`src/rtl/router_fsm_np_pkg.sv`:
```
// Shared types and helpers for the parametrised router input controller.
package router_fsm_np_pkg;

  // Controller states, binary encoded.
  typedef enum logic [3:0] {
    DECODE_ADDRESS     = 4'd0,
    LOAD_FIRST_DATA    = 4'd1,
    LOAD_DATA          = 4'd2,
    FIFO_FULL_STATE    = 4'd3,
    LOAD_AFTER_FULL    = 4'd4,
    LOAD_PARITY        = 4'd5,
    CHECK_PARITY_ERROR = 4'd6,
    WAIT_TILL_EMPTY    = 4'd7,
    DROP_PACKET        = 4'd8
  } router_state_e;

  localparam int MIN_PORTS = 2;
  localparam int MAX_PORTS = 8;

  // A header address selects a real FIFO only when it is below the port count.
  function automatic logic router_addr_valid(input int unsigned addr,
                                             input int unsigned num_ports);
    return addr < num_ports;
  endfunction

  // Port count must be in range and every port must be reachable by an address.
  function automatic bit router_params_ok(input int num_ports, input int addr_w);
    return (num_ports >= MIN_PORTS) && (num_ports <= MAX_PORTS) &&
           (addr_w >= 1) && (addr_w <= 16) && ((1 << addr_w) >= num_ports);
  endfunction

  // Watchdog counter width; a disabled watchdog still keeps a 1-bit counter.
  function automatic int router_timer_w(input int timeout);
    return (timeout > 0) ? $clog2(timeout + 1) : 1;
  endfunction

endpackage

```
`src/rtl/router_fsm_np_if.sv`:
```
// Handshake bundle between the input register block / output FIFOs and the
// router controller. master drives the packet-side inputs, slave is the FSM.
interface router_fsm_np_if #(
  parameter int NUM_PORTS = 3,
  parameter int ADDR_W    = 2
);
  logic                 pkt_valid;
  logic [ADDR_W-1:0]    din;
  logic                 parity_done;
  logic                 low_pkt_valid;
  logic                 fifo_full;
  logic [NUM_PORTS-1:0] fifo_empty;
  logic [NUM_PORTS-1:0] soft_reset;

  logic                 busy;
  logic                 detect_add;
  logic                 lfd_state;
  logic                 ld_state;
  logic                 full_state;
  logic                 laf_state;
  logic                 write_enb_reg;
  logic                 rst_int_reg;
  logic                 drop_state;
  logic [NUM_PORTS-1:0] dest_sel;
  logic                 wait_timeout;

  modport master (
    output pkt_valid, din, parity_done, low_pkt_valid, fifo_full,
           fifo_empty, soft_reset,
    input  busy, detect_add, lfd_state, ld_state, full_state, laf_state,
           write_enb_reg, rst_int_reg, drop_state, dest_sel, wait_timeout
  );

  modport slave (
    input  pkt_valid, din, parity_done, low_pkt_valid, fifo_full,
           fifo_empty, soft_reset,
    output busy, detect_add, lfd_state, ld_state, full_state, laf_state,
           write_enb_reg, rst_int_reg, drop_state, dest_sel, wait_timeout
  );
endinterface

```
`src/rtl/router_fsm_np_wait_timer.sv`:
```
// Bounded wait watchdog: counts cycles while enabled, reports expiry on the
// last permitted cycle. WAIT_TIMEOUT=0 disables expiry entirely.
module router_fsm_np_wait_timer
  import router_fsm_np_pkg::*;
#(
  parameter int WAIT_TIMEOUT = 255
) (
  input  logic clk,
  input  logic rst,
  input  logic en,
  input  logic clr,
  output logic expired
);

  localparam int CNT_W = router_timer_w(WAIT_TIMEOUT);
  localparam logic [CNT_W-1:0] LAST =
    (WAIT_TIMEOUT == 0) ? '0 : CNT_W'(WAIT_TIMEOUT - 1);

  logic [CNT_W-1:0] wait_cnt;

  // Count while waiting; any exit from the wait state starts the next wait at zero.
  always_ff @(posedge clk or negedge rst) begin
    if (!rst) begin
      wait_cnt <= '0;
    end else if (en && !clr && (WAIT_TIMEOUT != 0)) begin
      wait_cnt <= wait_cnt + CNT_W'(1);
    end else begin
      wait_cnt <= '0;
    end
  end

  assign expired = (WAIT_TIMEOUT != 0) && en && (wait_cnt == LAST);

endmodule

```
`src/rtl/router_fsm_np.sv`:
```
// Router input-side controller for NUM_PORTS destination FIFOs. Moore FSM
// with invalid-address dropping and a bounded wait for a busy destination.
module router_fsm_np
  import router_fsm_np_pkg::*;
#(
  parameter int NUM_PORTS    = 3,
  parameter int ADDR_W       = 2,
  parameter int WAIT_TIMEOUT = 255
) (
  input  logic           clk,
  input  logic           rst,
  router_fsm_np_if.slave bus
);

  if (!router_params_ok(NUM_PORTS, ADDR_W)) begin : g_bad_params
    $error("router_fsm_np: illegal NUM_PORTS/ADDR_W combination");
  end

  router_state_e        state;
  router_state_e        next_state;
  logic [ADDR_W-1:0]    addr_q;
  logic [NUM_PORTS-1:0] dest_sel_q;

  logic din_valid;
  logic empty_din;
  logic empty_sel;
  logic soft_sel;
  logic soft_hit;
  logic expired;
  logic timeout_taken;

  assign din_valid = router_addr_valid(32'(bus.din), NUM_PORTS);

  // Pick the empty/soft-reset flags of the incoming and the latched address.
  // Out-of-range addresses read as zero instead of indexing past the vector.
  always_comb begin
    empty_din = 1'b0;
    empty_sel = 1'b0;
    soft_sel  = 1'b0;
    for (int i = 0; i < NUM_PORTS; i++) begin
      if (bus.din == ADDR_W'(i)) begin
        empty_din = bus.fifo_empty[i];
      end
      if (addr_q == ADDR_W'(i)) begin
        empty_sel = bus.fifo_empty[i];
        soft_sel  = bus.soft_reset[i];
      end
    end
  end

  // Soft reset only matters while a packet owns the selected port.
  assign soft_hit = soft_sel &&
                    (state != DECODE_ADDRESS) && (state != DROP_PACKET);

  // State register.
  always_ff @(posedge clk or negedge rst) begin
    if (!rst) begin
      state <= DECODE_ADDRESS;
    end else begin
      state <= next_state;
    end
  end

  // Next-state selection; soft reset overrides every other transition.
  always_comb begin
    next_state    = state;
    timeout_taken = 1'b0;
    if (soft_hit) begin
      next_state = DECODE_ADDRESS;
    end else begin
      case (state)
        DECODE_ADDRESS: begin
          if (bus.pkt_valid) begin
            if (!din_valid)     next_state = DROP_PACKET;
            else if (empty_din) next_state = LOAD_FIRST_DATA;
            else                next_state = WAIT_TILL_EMPTY;
          end
        end
        LOAD_FIRST_DATA: next_state = LOAD_DATA;
        LOAD_DATA: begin
          if (bus.fifo_full)       next_state = FIFO_FULL_STATE;
          else if (!bus.pkt_valid) next_state = LOAD_PARITY;
        end
        FIFO_FULL_STATE: begin
          if (!bus.fifo_full) next_state = LOAD_AFTER_FULL;
        end
        LOAD_AFTER_FULL: begin
          if (bus.parity_done)        next_state = DECODE_ADDRESS;
          else if (bus.low_pkt_valid) next_state = LOAD_PARITY;
          else                        next_state = LOAD_DATA;
        end
        LOAD_PARITY: next_state = CHECK_PARITY_ERROR;
        CHECK_PARITY_ERROR: begin
          next_state = bus.fifo_full ? FIFO_FULL_STATE : DECODE_ADDRESS;
        end
        WAIT_TILL_EMPTY: begin
          // A FIFO draining on the expiry cycle still lets the packet through.
          if (empty_sel) begin
            next_state = LOAD_FIRST_DATA;
          end else if (expired) begin
            next_state    = DROP_PACKET;
            timeout_taken = 1'b1;
          end
        end
        DROP_PACKET: begin
          if (!bus.pkt_valid) next_state = DECODE_ADDRESS;
        end
        default: next_state = DECODE_ADDRESS;
      endcase
    end
  end

  // Latch the header address and its one-hot write select; clear the select
  // whenever the packet is abandoned so nothing is written for it.
  always_ff @(posedge clk or negedge rst) begin
    if (!rst) begin
      addr_q     <= '0;
      dest_sel_q <= '0;
    end else if (soft_hit) begin
      dest_sel_q <= '0;
    end else if ((state == DECODE_ADDRESS) && bus.pkt_valid) begin
      addr_q     <= bus.din;
      dest_sel_q <= din_valid ? (NUM_PORTS'(1) << bus.din) : '0;
    end else if (next_state == DROP_PACKET) begin
      dest_sel_q <= '0;
    end
  end

  router_fsm_np_wait_timer #(
    .WAIT_TIMEOUT (WAIT_TIMEOUT)
  ) u_wait_timer (
    .clk     (clk),
    .rst     (rst),
    .en      (state == WAIT_TILL_EMPTY),
    .clr     (next_state != WAIT_TILL_EMPTY),
    .expired (expired)
  );

  assign bus.detect_add    = (state == DECODE_ADDRESS);
  assign bus.lfd_state     = (state == LOAD_FIRST_DATA);
  assign bus.ld_state      = (state == LOAD_DATA);
  assign bus.full_state    = (state == FIFO_FULL_STATE);
  assign bus.laf_state     = (state == LOAD_AFTER_FULL);
  assign bus.rst_int_reg   = (state == CHECK_PARITY_ERROR);
  assign bus.drop_state    = (state == DROP_PACKET);
  assign bus.busy          = (state == LOAD_FIRST_DATA)    ||
                             (state == FIFO_FULL_STATE)    ||
                             (state == LOAD_AFTER_FULL)    ||
                             (state == LOAD_PARITY)        ||
                             (state == CHECK_PARITY_ERROR) ||
                             (state == WAIT_TILL_EMPTY);
  assign bus.write_enb_reg = (state == LOAD_FIRST_DATA) ||
                             (state == LOAD_DATA)       ||
                             (state == LOAD_AFTER_FULL) ||
                             (state == LOAD_PARITY);
  assign bus.dest_sel      = dest_sel_q;
  assign bus.wait_timeout  = timeout_taken;

endmodule

```
`src/flat_wrapper.sv`:
```
// flat-port wrapper written by rule: the top's interface ports become plain ports
module router_fsm_np_flat import router_fsm_np_pkg::*;
#(
  parameter int NUM_PORTS    = 3,
  parameter int ADDR_W       = 2,
  parameter int WAIT_TIMEOUT = 255
)
  (clk, rst, bus_pkt_valid, bus_din, bus_parity_done, bus_low_pkt_valid, bus_fifo_full, bus_fifo_empty, bus_soft_reset, bus_busy, bus_detect_add, bus_lfd_state, bus_ld_state, bus_full_state, bus_laf_state, bus_write_enb_reg, bus_rst_int_reg, bus_drop_state, bus_dest_sel, bus_wait_timeout);
  router_fsm_np_if #(.NUM_PORTS(NUM_PORTS), .ADDR_W(ADDR_W)) bus_i ();
  input  logic clk;
  input  logic rst;
  input wire logic [$bits(bus_i.pkt_valid)-1:0] bus_pkt_valid;
  input wire logic [$bits(bus_i.din)-1:0] bus_din;
  input wire logic [$bits(bus_i.parity_done)-1:0] bus_parity_done;
  input wire logic [$bits(bus_i.low_pkt_valid)-1:0] bus_low_pkt_valid;
  input wire logic [$bits(bus_i.fifo_full)-1:0] bus_fifo_full;
  input wire logic [$bits(bus_i.fifo_empty)-1:0] bus_fifo_empty;
  input wire logic [$bits(bus_i.soft_reset)-1:0] bus_soft_reset;
  output wire logic [$bits(bus_i.busy)-1:0] bus_busy;
  output wire logic [$bits(bus_i.detect_add)-1:0] bus_detect_add;
  output wire logic [$bits(bus_i.lfd_state)-1:0] bus_lfd_state;
  output wire logic [$bits(bus_i.ld_state)-1:0] bus_ld_state;
  output wire logic [$bits(bus_i.full_state)-1:0] bus_full_state;
  output wire logic [$bits(bus_i.laf_state)-1:0] bus_laf_state;
  output wire logic [$bits(bus_i.write_enb_reg)-1:0] bus_write_enb_reg;
  output wire logic [$bits(bus_i.rst_int_reg)-1:0] bus_rst_int_reg;
  output wire logic [$bits(bus_i.drop_state)-1:0] bus_drop_state;
  output wire logic [$bits(bus_i.dest_sel)-1:0] bus_dest_sel;
  output wire logic [$bits(bus_i.wait_timeout)-1:0] bus_wait_timeout;
  assign bus_i.pkt_valid = bus_pkt_valid;
  assign bus_i.din = bus_din;
  assign bus_i.parity_done = bus_parity_done;
  assign bus_i.low_pkt_valid = bus_low_pkt_valid;
  assign bus_i.fifo_full = bus_fifo_full;
  assign bus_i.fifo_empty = bus_fifo_empty;
  assign bus_i.soft_reset = bus_soft_reset;
  assign bus_busy = bus_i.busy;
  assign bus_detect_add = bus_i.detect_add;
  assign bus_lfd_state = bus_i.lfd_state;
  assign bus_ld_state = bus_i.ld_state;
  assign bus_full_state = bus_i.full_state;
  assign bus_laf_state = bus_i.laf_state;
  assign bus_write_enb_reg = bus_i.write_enb_reg;
  assign bus_rst_int_reg = bus_i.rst_int_reg;
  assign bus_drop_state = bus_i.drop_state;
  assign bus_dest_sel = bus_i.dest_sel;
  assign bus_wait_timeout = bus_i.wait_timeout;
  router_fsm_np #(.NUM_PORTS(NUM_PORTS), .ADDR_W(ADDR_W), .WAIT_TIMEOUT(WAIT_TIMEOUT)) u_core (.clk(clk), .rst(rst), .bus(bus_i));
endmodule
```
`config.mk`:
```
export PLATFORM = sky130hd
export DESIGN_NAME = router_fsm_np_flat
export DESIGN_NICKNAME = d
export VERILOG_FILES = /design/src/rtl/router_fsm_np_pkg.sv /design/src/rtl/router_fsm_np_if.sv /design/src/rtl/router_fsm_np_wait_timer.sv /design/src/rtl/router_fsm_np.sv /design/src/flat_wrapper.sv
export SDC_FILE = /design/constraint.sdc
export NUM_CORES = 1
export LEC_CHECK = 0
export CORE_MARGIN = 3
export CORE_UTILIZATION = 53
export DETAILED_ROUTE_END_ITERATION = 6
export PLACE_DENSITY = 0.92
export RECOVER_POWER = 50
export SKIP_CTS_REPAIR_TIMING = 1
export SLEW_MARGIN = 20
export SYNTH_ARGS = -nofsm -noshare
export SYNTH_HDL_FRONTEND = slang
export SYNTH_SLANG_ARGS = --single-unit
```
`constraint.sdc`:
```
create_clock -name clk -period 4 [get_ports clk]
set_clock_uncertainty 0.2 [all_clocks]
set_input_delay 1 -clock clk [delete_from_list [all_inputs] [get_ports clk]]
set_output_delay 1 -clock clk [all_outputs]
set_load 0.01 [all_outputs]
```
# Word level (Yosys, flattened, before mapping)

Index checks and enable logic that the tools add are counted.

Bits in registers: 17
Output and inout bits: 13
Logic and storage cells: 76

Add/subtract/negate cells: 1
$lt $le $gt $ge: 1
Equal/unequal tests: 16
Shift operators: 1
Muxes and demuxes: 32
Bitwise gates (word level): 1
Reduce and logical (&&, ||, !) cells: 20

Operators by type and width:

| operator                                                                | number |
|---|---|
| 4-bit 2-to-1 mux                                                        | 10 |
| 4-bit one-hot mux with 9 select lines                                   | 1 |
| 3-bit 2-to-1 mux                                                        | 6 |
| 4-bit by 3-bit == test with 1-bit output, second input constant         | 4 |
| 1-bit 2-to-1 mux                                                        | 13 |
| 8-bit by 1-bit adder with 8-bit output, second input constant           | 1 |
| 4-bit by 2-bit == test with 1-bit output, second input constant         | 2 |
| 4-bit == test, second input constant                                    | 2 |
| 8-bit == test, second input constant                                    | 1 |
| 1-bit logical OR                                                        | 8 |
| 8-bit 2-to-1 mux                                                        | 1 |
| 1-bit logical AND                                                       | 5 |
| 2-bit by 1-bit == test with 1-bit output, second input constant         | 2 |
| 2-bit == test, second input constant                                    | 2 |
| 4-bit by 1-bit == test with 1-bit output, second input constant         | 1 |
| 2-bit logical NOT                                                       | 2 |
| 4-bit logical NOT                                                       | 1 |
| 4-bit by 3-bit inequality test with 1-bit output, second input constant | 1 |
| 4-bit inequality test, second input constant                            | 1 |
| 4-bit nonzero test                                                      | 1 |
| 3-bit nonzero test                                                      | 1 |
| 1-bit by 2-bit << shifter with 3-bit output, first input constant       | 1 |
| 2-bit < comparator, second input constant                               | 1 |
| 2-bit 2-to-1 mux                                                        | 1 |
| other kinds (3)                                                         | 3 |

# Logic depth before layout (Yosys ltp)

Gate-level depths: netlist of the first run.

Word-level depth: 13
Gate-level depth with buffers: 6
Gate-level depth less buffers: 6

# Modules after synthesis

Synthesis of the first run repeated with hierarchy kept, for this count alone.

Cell total of the unflattened synthesis: 126
Area, all modules: 1133.6 um2

Modules (own cells, without submodules):

| module                   | instances | cells each | area an instance (um2) |
|---|---|---|---|
| router_fsm_np            | 1         | 88         | 757.0 |
| router_fsm_np_wait_timer | 1         | 38         | 376.6 |

# Least setup slack after synthesis of the first run

Ideal clock, no wire load.

Path type: input -> output
Start point: input bus_fifo_empty[1]
End point: output bus_wait_timeout
Data arrival time: 1622 ps
Path slack: 1178 ps
Cell stages on the path: 3
Path through: mux2i_1 -> o21ai_0 -> nor3_1

Longest elaborated chain between the ends: 5

Ends and longest elaborated chain:

| item                           | line                | text |
|---|---|---|
| start, declared                | flat_wrapper.sv:17  | `input wire logic [$bits(bus_i.fifo_empty)-1:0] bus_fifo_empty;` |
| 1-bit 2-to-1 mux (2 in series) | router_fsm_np.sv:44 | `if (addr_q == ADDR_W'(i)) begin` |
| 1-bit 2-to-1 mux               | router_fsm_np.sv:98 | `if (empty_sel) begin` |
| 1-bit 2-to-1 mux               | router_fsm_np.sv:71 | `case (state)` |
| 1-bit 2-to-1 mux               | router_fsm_np.sv:68 | `if (soft_hit) begin` |
| end, declared                  | flat_wrapper.sv:29  | `output wire logic [$bits(bus_i.wait_timeout)-1:0] bus_wait_timeout;` |

Every way passes these cells.

# Final worst setup path of the first run

Ends and elaborated chain as after synthesis.

==> results.toml, run 1 <==
[finish]
seq_area_um2 = 425
final_cell_mix = "clkdlybuf4s50_1 (20), dfrtp_1 (17), inv_1 (7), nor2_1 (7), a2111oi_1 (7)"
postLayoutCoreUtil_pct = 72.4
antennaDiodeCount = 0
multi_input_area_um2 = 704
syn_to_final_growth_pct = 23.7
final_common_cell = "clkdlybuf4s50_1"
nNetsFinal = 163
fillCellCount = 158
drive_gt1_share_pct = 11.0

[yosys]
ys_seq_area_share_pct = 35.6
yosysWarnings = 0
synthArstFlopShare_pct = 100
syn_inst = 122
synthesis.area_um2 = 1190
synth_edf_count = 0
synth_fp_nets = 138
avgSynthCellArea_um2 = 9.79
synthFlopType = "dfrtp_1"
yosysUniqueCellTypes = 48
synth_seq_cells = 17

[pwr]
irDropWorstVdd_v = 0.000454
leakage_uw = 0.000571
power_density_nw_per_um2 = 521

[sta]
final_max_slew_viol_count = 0
max_freq_ghz = 0.266
hold_viol_final = 0
finalSetupViolCount = 0
rsz0062_at_grt = "false"
relSlewSlack_pct = 48.5
min_period_ns = 3.76
fin_setup_tns_ns = 0
fin_crit_sh_pct = 94.0
worstMarginPinSlew_ns = 0.768

[hold_path]
hold_path.class = "reg2reg"
hp-start = "u_core.bus.dest_sel[1]$_DFFE_PN0P_"
holdPathEnd = "u_core.bus.dest_sel[1]$_DFFE_PN0P_"
hold_depth = 2

[critical_path]
critPathKind = "in2out"
worstPathArrival_ns = 2.56
path_delay_family = "buffers and inverters"
ff2ff_setup_slack_ns = 1.35
critPathMaxStageDelay_ns = 0.56
cp_slowest_cell = "clkdlybuf4s50_1"
r2r_cells = 4
cp_num_buf_inv = 2
crit_required_ns = 2.80
worstSetupEndpointType = "output port"
cp_common_cell = "clkdlybuf4s50_1"
r2r-start = "u_core.state[1]$_DFF_PN0_"
r2r_end = "u_core.u_wait_timer.wait_cnt[6]$_DFF_PN0_"
worst-path-max-fanout = 2
cp-start-kind = "input pin"
path_cells = "clkdlybuf4s50_1 -> mux2i_1 -> o21ai_0 -> nor3_1 -> clkdlybuf4s50_1"

[global_route]
grt_util_met2_pct = 36.3
grt_max_degree = 18
grt-busiest-layer = "met2"
first_global_vias = 1014
grt_overflow = 0
antenna_found_initial = 0
grt_usage_pct = 22.1
grt_use_met3_pct = 3.66
gr-usage-met1_pct = 29.9
grt_pass1_wl_um = 4620

[detailed_routing]
drc = 0
dr.pass1.iters = 4
vias_per_cell = 6.10
vias = 1056
routedWlPerCell_um = 15.9
totalWireLength_um = 2750
first_iter_violations = 39
drtAntennaViolNets = 0

[cts]
clockBufferDepth = 2
cts_max_level = 1
cts_tree = "yes"
clk_pin_slew_ns = 0.11
cts_sinks = 17
root_buffer = "clkbuf_4"
cts_buffers = 3
insertion_delay_ns = 0.29

[flow_run]
maxCapViolCount = 0

[die]
die_area_um2 = 2860
rows = 16
core_area_um2 = 2040
die_w_um = 53.5
start_util_pct = 58.5
die-height_um = 53.5
pin_count = 27

[placement]
gp_congestion = 0.895
hpwl_um = 2010
port_buffers = 26

[outcome]
status = "finished clean"
synth_stat cells (all sizes together), types with 2 or more instances:
cell type,n,area share [%]
o21bai,2,1.3
o31ai,4,2.9
o211ai,2,1.7
a2111oi,8,7.1
inv,7,2.2
buf,4,2.6
a31oi,3,1.6
nand3b,4,2.5
nor2,7,2.2
and2,2,1.0
dfrtp,17,36
xor2,5,3.7
clkbuf,2,0.63
and3,3,1.6
nand3,5,2.1
a21oi,3,1.3
nand2b,4,2.1
ha,2,2.1
mux2,3,2.8
nand2,5,1.6
o21ai,4,1.7
nor3,5,2.1
mux2i,2,1.7
state kept, by name, indices dropped and copies added, names as in the netlist:
name / cells
u_core.u_wait_timer.wait_cnt: 8
u_core.state: 4
u_core.bus.dest_sel: 3
u_core.addr_q: 2
per-stage QoR:
step | hold WS, ns | worst slack (ns) | cells | power, uW | area, um^2
2_1_floorplan | 0.293 | 1.18 | 122 | 530 | 1190
3_3_place_gp | 0.330 | 0.303 | 169 | 670 | 1450
3_5_place_dp | 0.330 | 0.263 | 169 | 686 | 1450
4_1_cts | 0.349 | 0.247 | 173 | 781 | 1480
5_1_grt | 0.380 | 0.174 | 173 | 826 | 1480
6_report | 0.346 | 0.239 | 173 | 770 | 1480
worst register-to-register path: stages, from the launching register on:
cell and delay (ns):
dfrtp_1 0.54, nor4b_1 0.60, and2_0 0.53, a211oi_4 0.21
a2111oi_1 0.46
worst max-delay path by stage:
stage	startpoint	to	slack [ns]	depth (start not counted)
final	bus_fifo_empty[1]	bus_wait_timeout	0.24	5
after CTS	bus_fifo_empty[1]	bus_wait_timeout	0.25	5
after global placement	bus_fifo_empty[1]	bus_wait_timeout	0.30	5
after floorplan	bus_fifo_empty[1]	bus_wait_timeout	1.18	3
after global routing	bus_fifo_empty[1]	bus_wait_timeout	0.17	5
after detailed placement	bus_fifo_empty[1]	bus_wait_timeout	0.26	5
final cells by class:
type / count / share of cell area (%)
repair buffers: 26 / 17.6
well taps: 27 / 2.29
inverters: 7 / 1.78
clock buffers: 3 / 1.52
flip-flops and latches: 17 / 28.8
multi-input cells: 92 / 47.7
clock inverters: 1 / 0.339
layer usage:
metal  vias to the layer above  share of wire, %  wire, um
met5                         -                 0         0
met4                         0              0.25         7
met3                         2               6.4       175
met2                        47                48      1320
met1                       497                45      1240
li1                        510                 -         -
report_power, final:
group          internal, uW  switching, uW
registers               208           68.2
clock network          37.2           58.3
logic                   202            196
kinds of logic (layout without fill, tap and decap cells):
| family | Yosys count | count (layout) | synth area share (%) |
|---|---|---|---|
| simple gates | 46 | 46 | 24.3 |
| flops | 17 | 17 | 35.6 |
| buf+inv | 13 | 37 | 5.44 |
| compound gates | 33 | 33 | 23.7 |
| xor+xnor | 6 | 6 | 4.40 |
| mux | 5 | 5 | 4.50 |
| fa+ha+maj | 2 | 2 | 2.09 |
Note: power is estimated with default switching activity, not from simulation.
==> run 2, diff against run 1 <==
- GPL_ROUTABILITY_DRIVEN: default -> 0
==> results of run 2 <==
The final DEF is identical to that of run 1; final timing and power are the same.
==> run 3, diff against run 2 <==
- CORE_ASPECT_RATIO: default -> 1.75
- CORE_UTILIZATION: 53 -> 45
- PLACE_DENSITY: 0.92 -> 0.81
==> run 3 against run 2 <==
Combinational power is essentially flat. Via count increased by 2.1%. Global-route usage shrank 4.2 points. Final cell count is 0.58% lower. Routed wire length is 1.1% higher. Critical path type unchanged. Utilization fell by 13 points. Setup slack worse by 0.047 ns. Clock power up 34%. First-iteration DRC count rose by 10%. Clock-buffer cell count up 1. Power is 4.5% higher. Highest routed layer unchanged.
==> results.toml, run 3 (synthesis gave the netlist of run 1 again) <==
[placement]
hpwl_um = 2140
placedInstanceArea_um2 = 1450
port_buffers = 26

[finish]
nNetsFinal = 163
largest_register = "u_core.u_wait_timer.wait_cnt"
final_common_cell = "clkdlybuf4s50_1"
design_area_um2 = 1490
largest_reg_flops = 8
antennaDiodeCount = 0
final_cell_mix = "clkdlybuf4s50_1 (20), dfrtp_1 (17), inv_1 (7), nor2_1 (7), a2111oi_1 (7)"
syn_to_final_growth_pct = 25.0
drive_gt1_share_pct = 10.3

[sta]
hold_viol_final = 0
max_freq_ghz = 0.263
min_period_ns = 3.81
fin_setup_tns_ns = 0
rsz0062_at_grt = "false"
relSlewSlack_pct = 48.0
worstMarginPinSlew_ns = 0.778
timing.hold.ws_ns = 0.342
fin_crit_sh_pct = 95.2
final_max_slew_viol_count = 0
finalSetupViolCount = 0

[pwr]
irDropWorstVdd_v = 0.000337
finalPower_uw = 804
power_density_nw_per_um2 = 538
leakage_uw = 0.000576

[detailed_routing]
vias = 1078
dr.pass1.iters = 5
routedWlPerCell_um = 16.2
drtAntennaViolNets = 0
vias_per_cell = 6.27
first_iter_violations = 43
drc = 0
totalWireLength_um = 2780

[critical_path]
worstPathArrival_ns = 2.61
path_cells = "clkdlybuf4s50_1 -> mux2i_1 -> o21ai_0 -> nor3_1 -> clkdlybuf4s50_1"
critPathMaxStageDelay_ns = 0.57
crit_required_ns = 2.80
critPathKind = "in2out"
cp_slowest_cell = "clkdlybuf4s50_1"
cp_common_cell = "clkdlybuf4s50_1"
worstSetupEndpointType = "output port"
cp-start-kind = "input pin"
worst-path-max-fanout = 2

[die]
pin_count = 27
rows = 24
die-height_um = 74.2
core_area_um2 = 2520
die_area_um2 = 3330
start_util_pct = 47.4
die_w_um = 45.0

[global_route]
antenna_found_initial = 0
first_global_vias = 1008
grt_pass1_wl_um = 4530
grt_overflow = 0
grt_usage_pct = 17.9
grt_max_degree = 18

[flow_run]
maxCapViolCount = 0

[cts]
root_buffer = "clkbuf_8"
clk_pin_slew_ns = 0.06
cts_buffers = 3
cts_tree = "yes"
clockBufferDepth = 2
cts_sinks = 17
insertion_delay_ns = 0.25
cts_max_level = 1

[hold_path]
hold_path.class = "reg2reg"

[outcome]
status = "finished clean"
[run 3: changes by cell type in the layout (fill, tap and decap cells not counted)]
cell      previous run  this run
clkbuf_1             0         1
clkbuf_8             0         3
clkbuf_4             3         0
clkinv_2             1         0
[run 3: routing by layer]
metal	wire (um)	share of wire [%]	vias to the layer above	global-route usage, %
met5	0	0	-	0
met4	38	1.4	0	7.49
met3	118	4.2	5	1.94
met2	1540	55	30	32.3
met1	1090	39	532	20.6
li1	-	-	511	-
[run 3: power breakdown]
part | internal (uW) | switching, uW | leakage [uW]
clock network | 70.7 | 57.6 | 0.0000228
registers | 209 | 67.4 | 0.000228
logic | 202 | 197 | 0.000325
total | 481 | 323 | 0.000576
[run 3: worst max-delay path, delay by kind of cell]
family | cells | cell delay [ns]
mux | 1 | 0.23
buf+inv | 2 | 1.00
simple gates | 1 | 0.21
compound gates | 1 | 0.16
[run 3: area by class of cell]
class | count | area, um^2
clock buffers | 4 | 45.0
fillers | 228 | 1030
inverters | 7 | 26.3
multi-input cells | 92 | 704
flip-flops and latches | 17 | 425
well taps | 26 | 32.5
repair buffers | 26 | 260
[run 3: final timing paths]
path                                               startpoint                                        end  slack, ns  cells past startpoint
setup / recovery                            bus_fifo_empty[1]                           bus_wait_timeout       0.19                      5
hold / removal             u_core.bus.dest_sel[2]$_DFFE_PN0P_         u_core.bus.dest_sel[2]$_DFFE_PN0P_       0.34                      2
hold reg to reg            u_core.bus.dest_sel[2]$_DFFE_PN0P_         u_core.bus.dest_sel[2]$_DFFE_PN0P_       0.34                      2
setup reg to reg                    u_core.state[2]$_DFF_PN0_  u_core.u_wait_timer.wait_cnt[5]$_DFF_PN0_       1.39                      4
max in group asynchronous                                 rst               u_core.addr_q[1]$_DFFE_PN0P_       2.05                      1
min in group asynchronous                                 rst  u_core.u_wait_timer.wait_cnt[3]$_DFF_PN0_       1.07                      1
[run 3: per-stage QoR]
step           setup WS, ns  utilization [%]  std cells
5_1_grt               0.132             59.2        172
3_5_place_dp          0.223             57.4        168
2_1_floorplan          1.18                -        122
3_3_place_gp          0.204             57.4        168
4_1_cts               0.206             59.2        172
6_report              0.192             59.2        172
==> RTL edit, RTL diff (config.mk and constraints of run 1) <==
`ADDR_W` is set to 2 in 3 places; all go to 4.
--- a/src/rtl/router_fsm_np_if.sv
+++ b/src/rtl/router_fsm_np_if.sv
@@ -4,3 +4,3 @@
   parameter int NUM_PORTS = 3,
-  parameter int ADDR_W    = 2
+  parameter int ADDR_W    = 4
 );
--- a/src/rtl/router_fsm_np.sv
+++ b/src/rtl/router_fsm_np.sv
@@ -6,3 +6,3 @@
   parameter int NUM_PORTS    = 3,
-  parameter int ADDR_W       = 2,
+  parameter int ADDR_W       = 4,
   parameter int WAIT_TIMEOUT = 255
--- a/src/flat_wrapper.sv
+++ b/src/flat_wrapper.sv
@@ -4,3 +4,3 @@
   parameter int NUM_PORTS    = 3,
-  parameter int ADDR_W       = 2,
+  parameter int ADDR_W       = 4,
   parameter int WAIT_TIMEOUT = 255
Interface: changed (resized bus_din); port bits go from 27 to 29. The function was not compared with the original's and may differ.
==> RTL edit against run 1 <==
- setup slack got worse by 0.11 ns
- design area increased by 1.4%
- non-clock buffer count grew 3
- synthesized cell count up 9.0%
- sequential power up 12%
- sequential cell count is 2 higher
- power up 1.6%
- maximum frequency fell by 2.9%
- area after synthesis decreased by 1.8%
- critical path type unchanged
- wire length rose by 2.7%
- combinational power is 6.3% lower
==> RTL edit: results (changes against run 1) <==
** Run status
- Run status: finished, final reports clean (unchanged).

** Detailed routing
- The total length of routed wires came to 2823 µm (was 2748 µm).
- Number of DRC violations after detailed-routing iteration 0 :: 20 (was 39)

** Logic synthesis
- The number of nets produced by synthesis came to 151 (was 138).
- The number of distinct library cell variants in the gate-level netlist after synthesis came to 35 (was 48).
- Cells taking the most area after synthesis :: sky130_fd_sc_hd__dfrtp_1 (41%), sky130_fd_sc_hd__nor2_1 (4.5%), sky130_fd_sc_hd__nor2_2 (4.3%) (was sky130_fd_sc_hd__dfrtp_1 (36%), sky130_fd_sc_hd__a2111oi_1 (5.9%), sky130_fd_sc_hd__xor2_1 (3.7%))
- Gate count after technology mapping :: 133 (was 122)
- Area share of the largest cell type after synthesis :: 40.51% (was 35.60%)
- Post-synth top cells :: sky130_fd_sc_hd__dfrtp_1 (19), sky130_fd_sc_hd__nor2_1 (14), sky130_fd_sc_hd__nand2_1 (9), sky130_fd_sc_hd__nand3_1 (9), sky130_fd_sc_hd__nor2_2 (8) (was sky130_fd_sc_hd__dfrtp_1 (17), sky130_fd_sc_hd__a2111oi_1 (7), sky130_fd_sc_hd__inv_1 (7), sky130_fd_sc_hd__nor2_1 (7))

** Worst setup path
- Delay of the slowest critical-path stage :: 0.50 ns (was 0.56 ns)
- The internal reg-to-reg setup slack was 1.87 ns (was 1.35 ns).

** Global routing
- The fraction of met2 tracks used by global routing is 43.80% (was 36.33%).
- M1 GR Usage :: 28.44% (was 29.86%)
- Via count of the first global-routing pass :: 1102 (was 1014)

** Power
- Worst IR Drop VDD :: 417.4 µV (was 453.7 µV)
- The reported leakage power was 0.5924 nW (was 0.5709 nW).

** STA
- The clock period minus final worst setup slack was 3.872 ns (was 3.761 ns).
- The worst hold slack after final layout is 0.3299 ns (was 0.3465 ns).

** Placement
- The number of instances in the placed design came to 185 (was 169).
- Last weighted congestion value of the routability-driven placer :: 0.7992 (was 0.8954)
- Count of input and output buffers :: 28 (was 26)
- Post-place instance area :: 1480 µm² (was 1450 µm²)

** Finish
- Number of nets in the layout :: 181 (was 163)
- The share of post-route cells with drive strength above 1 is 11.73% (was 10.96%).
- Filler cells :: 165 (was 158)
[RTL edit: logic make-up after synthesis]
group                    count (synthesis)  synth area share [%]
AO/OA/AOI/OAI                           27                 16.84
XOR/XNOR                                 6                 4.478
adder cells (fa/ha/maj)                  2                 2.132
buffers and inverters                    9                 2.878
flip-flops                              19                 40.51
multiplexers                             4                 3.838
AND/OR/NAND/NOR                         66                 29.32
[RTL edit: cell type report]
type | instances | area share (%)
Inverter | 5 | 1.253
Sequential cell | 19 | 31.75
Clock buffer | 3 | 1.504
Tap cell | 27 | 2.256
Timing Repair Buffer | 29 | 19.21
Multi-Input combinational cell | 105 | 43.69
Clock inverter | 1 | 0.3342
[RTL edit: final timing paths]
path / from / end / depth (start not counted)
worst min register to register: u_core.u_wait_timer.wait_cnt[0]$_DFF_PN0_ / u_core.u_wait_timer.wait_cnt[0]$_DFF_PN0_ / 1
worst min-delay path: u_core.u_wait_timer.wait_cnt[0]$_DFF_PN0_ / u_core.u_wait_timer.wait_cnt[0]$_DFF_PN0_ / 1
min in group asynchronous: rst / u_core.addr_q[2]$_DFFE_PN0P_ / 1
worst max-delay path: bus_fifo_empty[1] / bus_wait_timeout / 6
max in group asynchronous: rst / u_core.u_wait_timer.wait_cnt[0]$_DFF_PN0_ / 1
worst max register to register: u_core.state[1]$_DFF_PN0_ / u_core.state[2]$_DFF_PN0_ / 5
[RTL edit: per-layer routing]
layer  routed length, µm  vias to the layer above
li1                    -                      529
met1                1189                      498
met2                1452                       38
met3                 151                        5
met4                  30                        0
met5                   0                        -
[RTL edit: power breakdown]
part           internal, mW  switching (mW)
Clock                0.0373          0.0612
Sequential            0.233          0.0774
Combinational         0.196           0.177
Total                 0.466           0.316
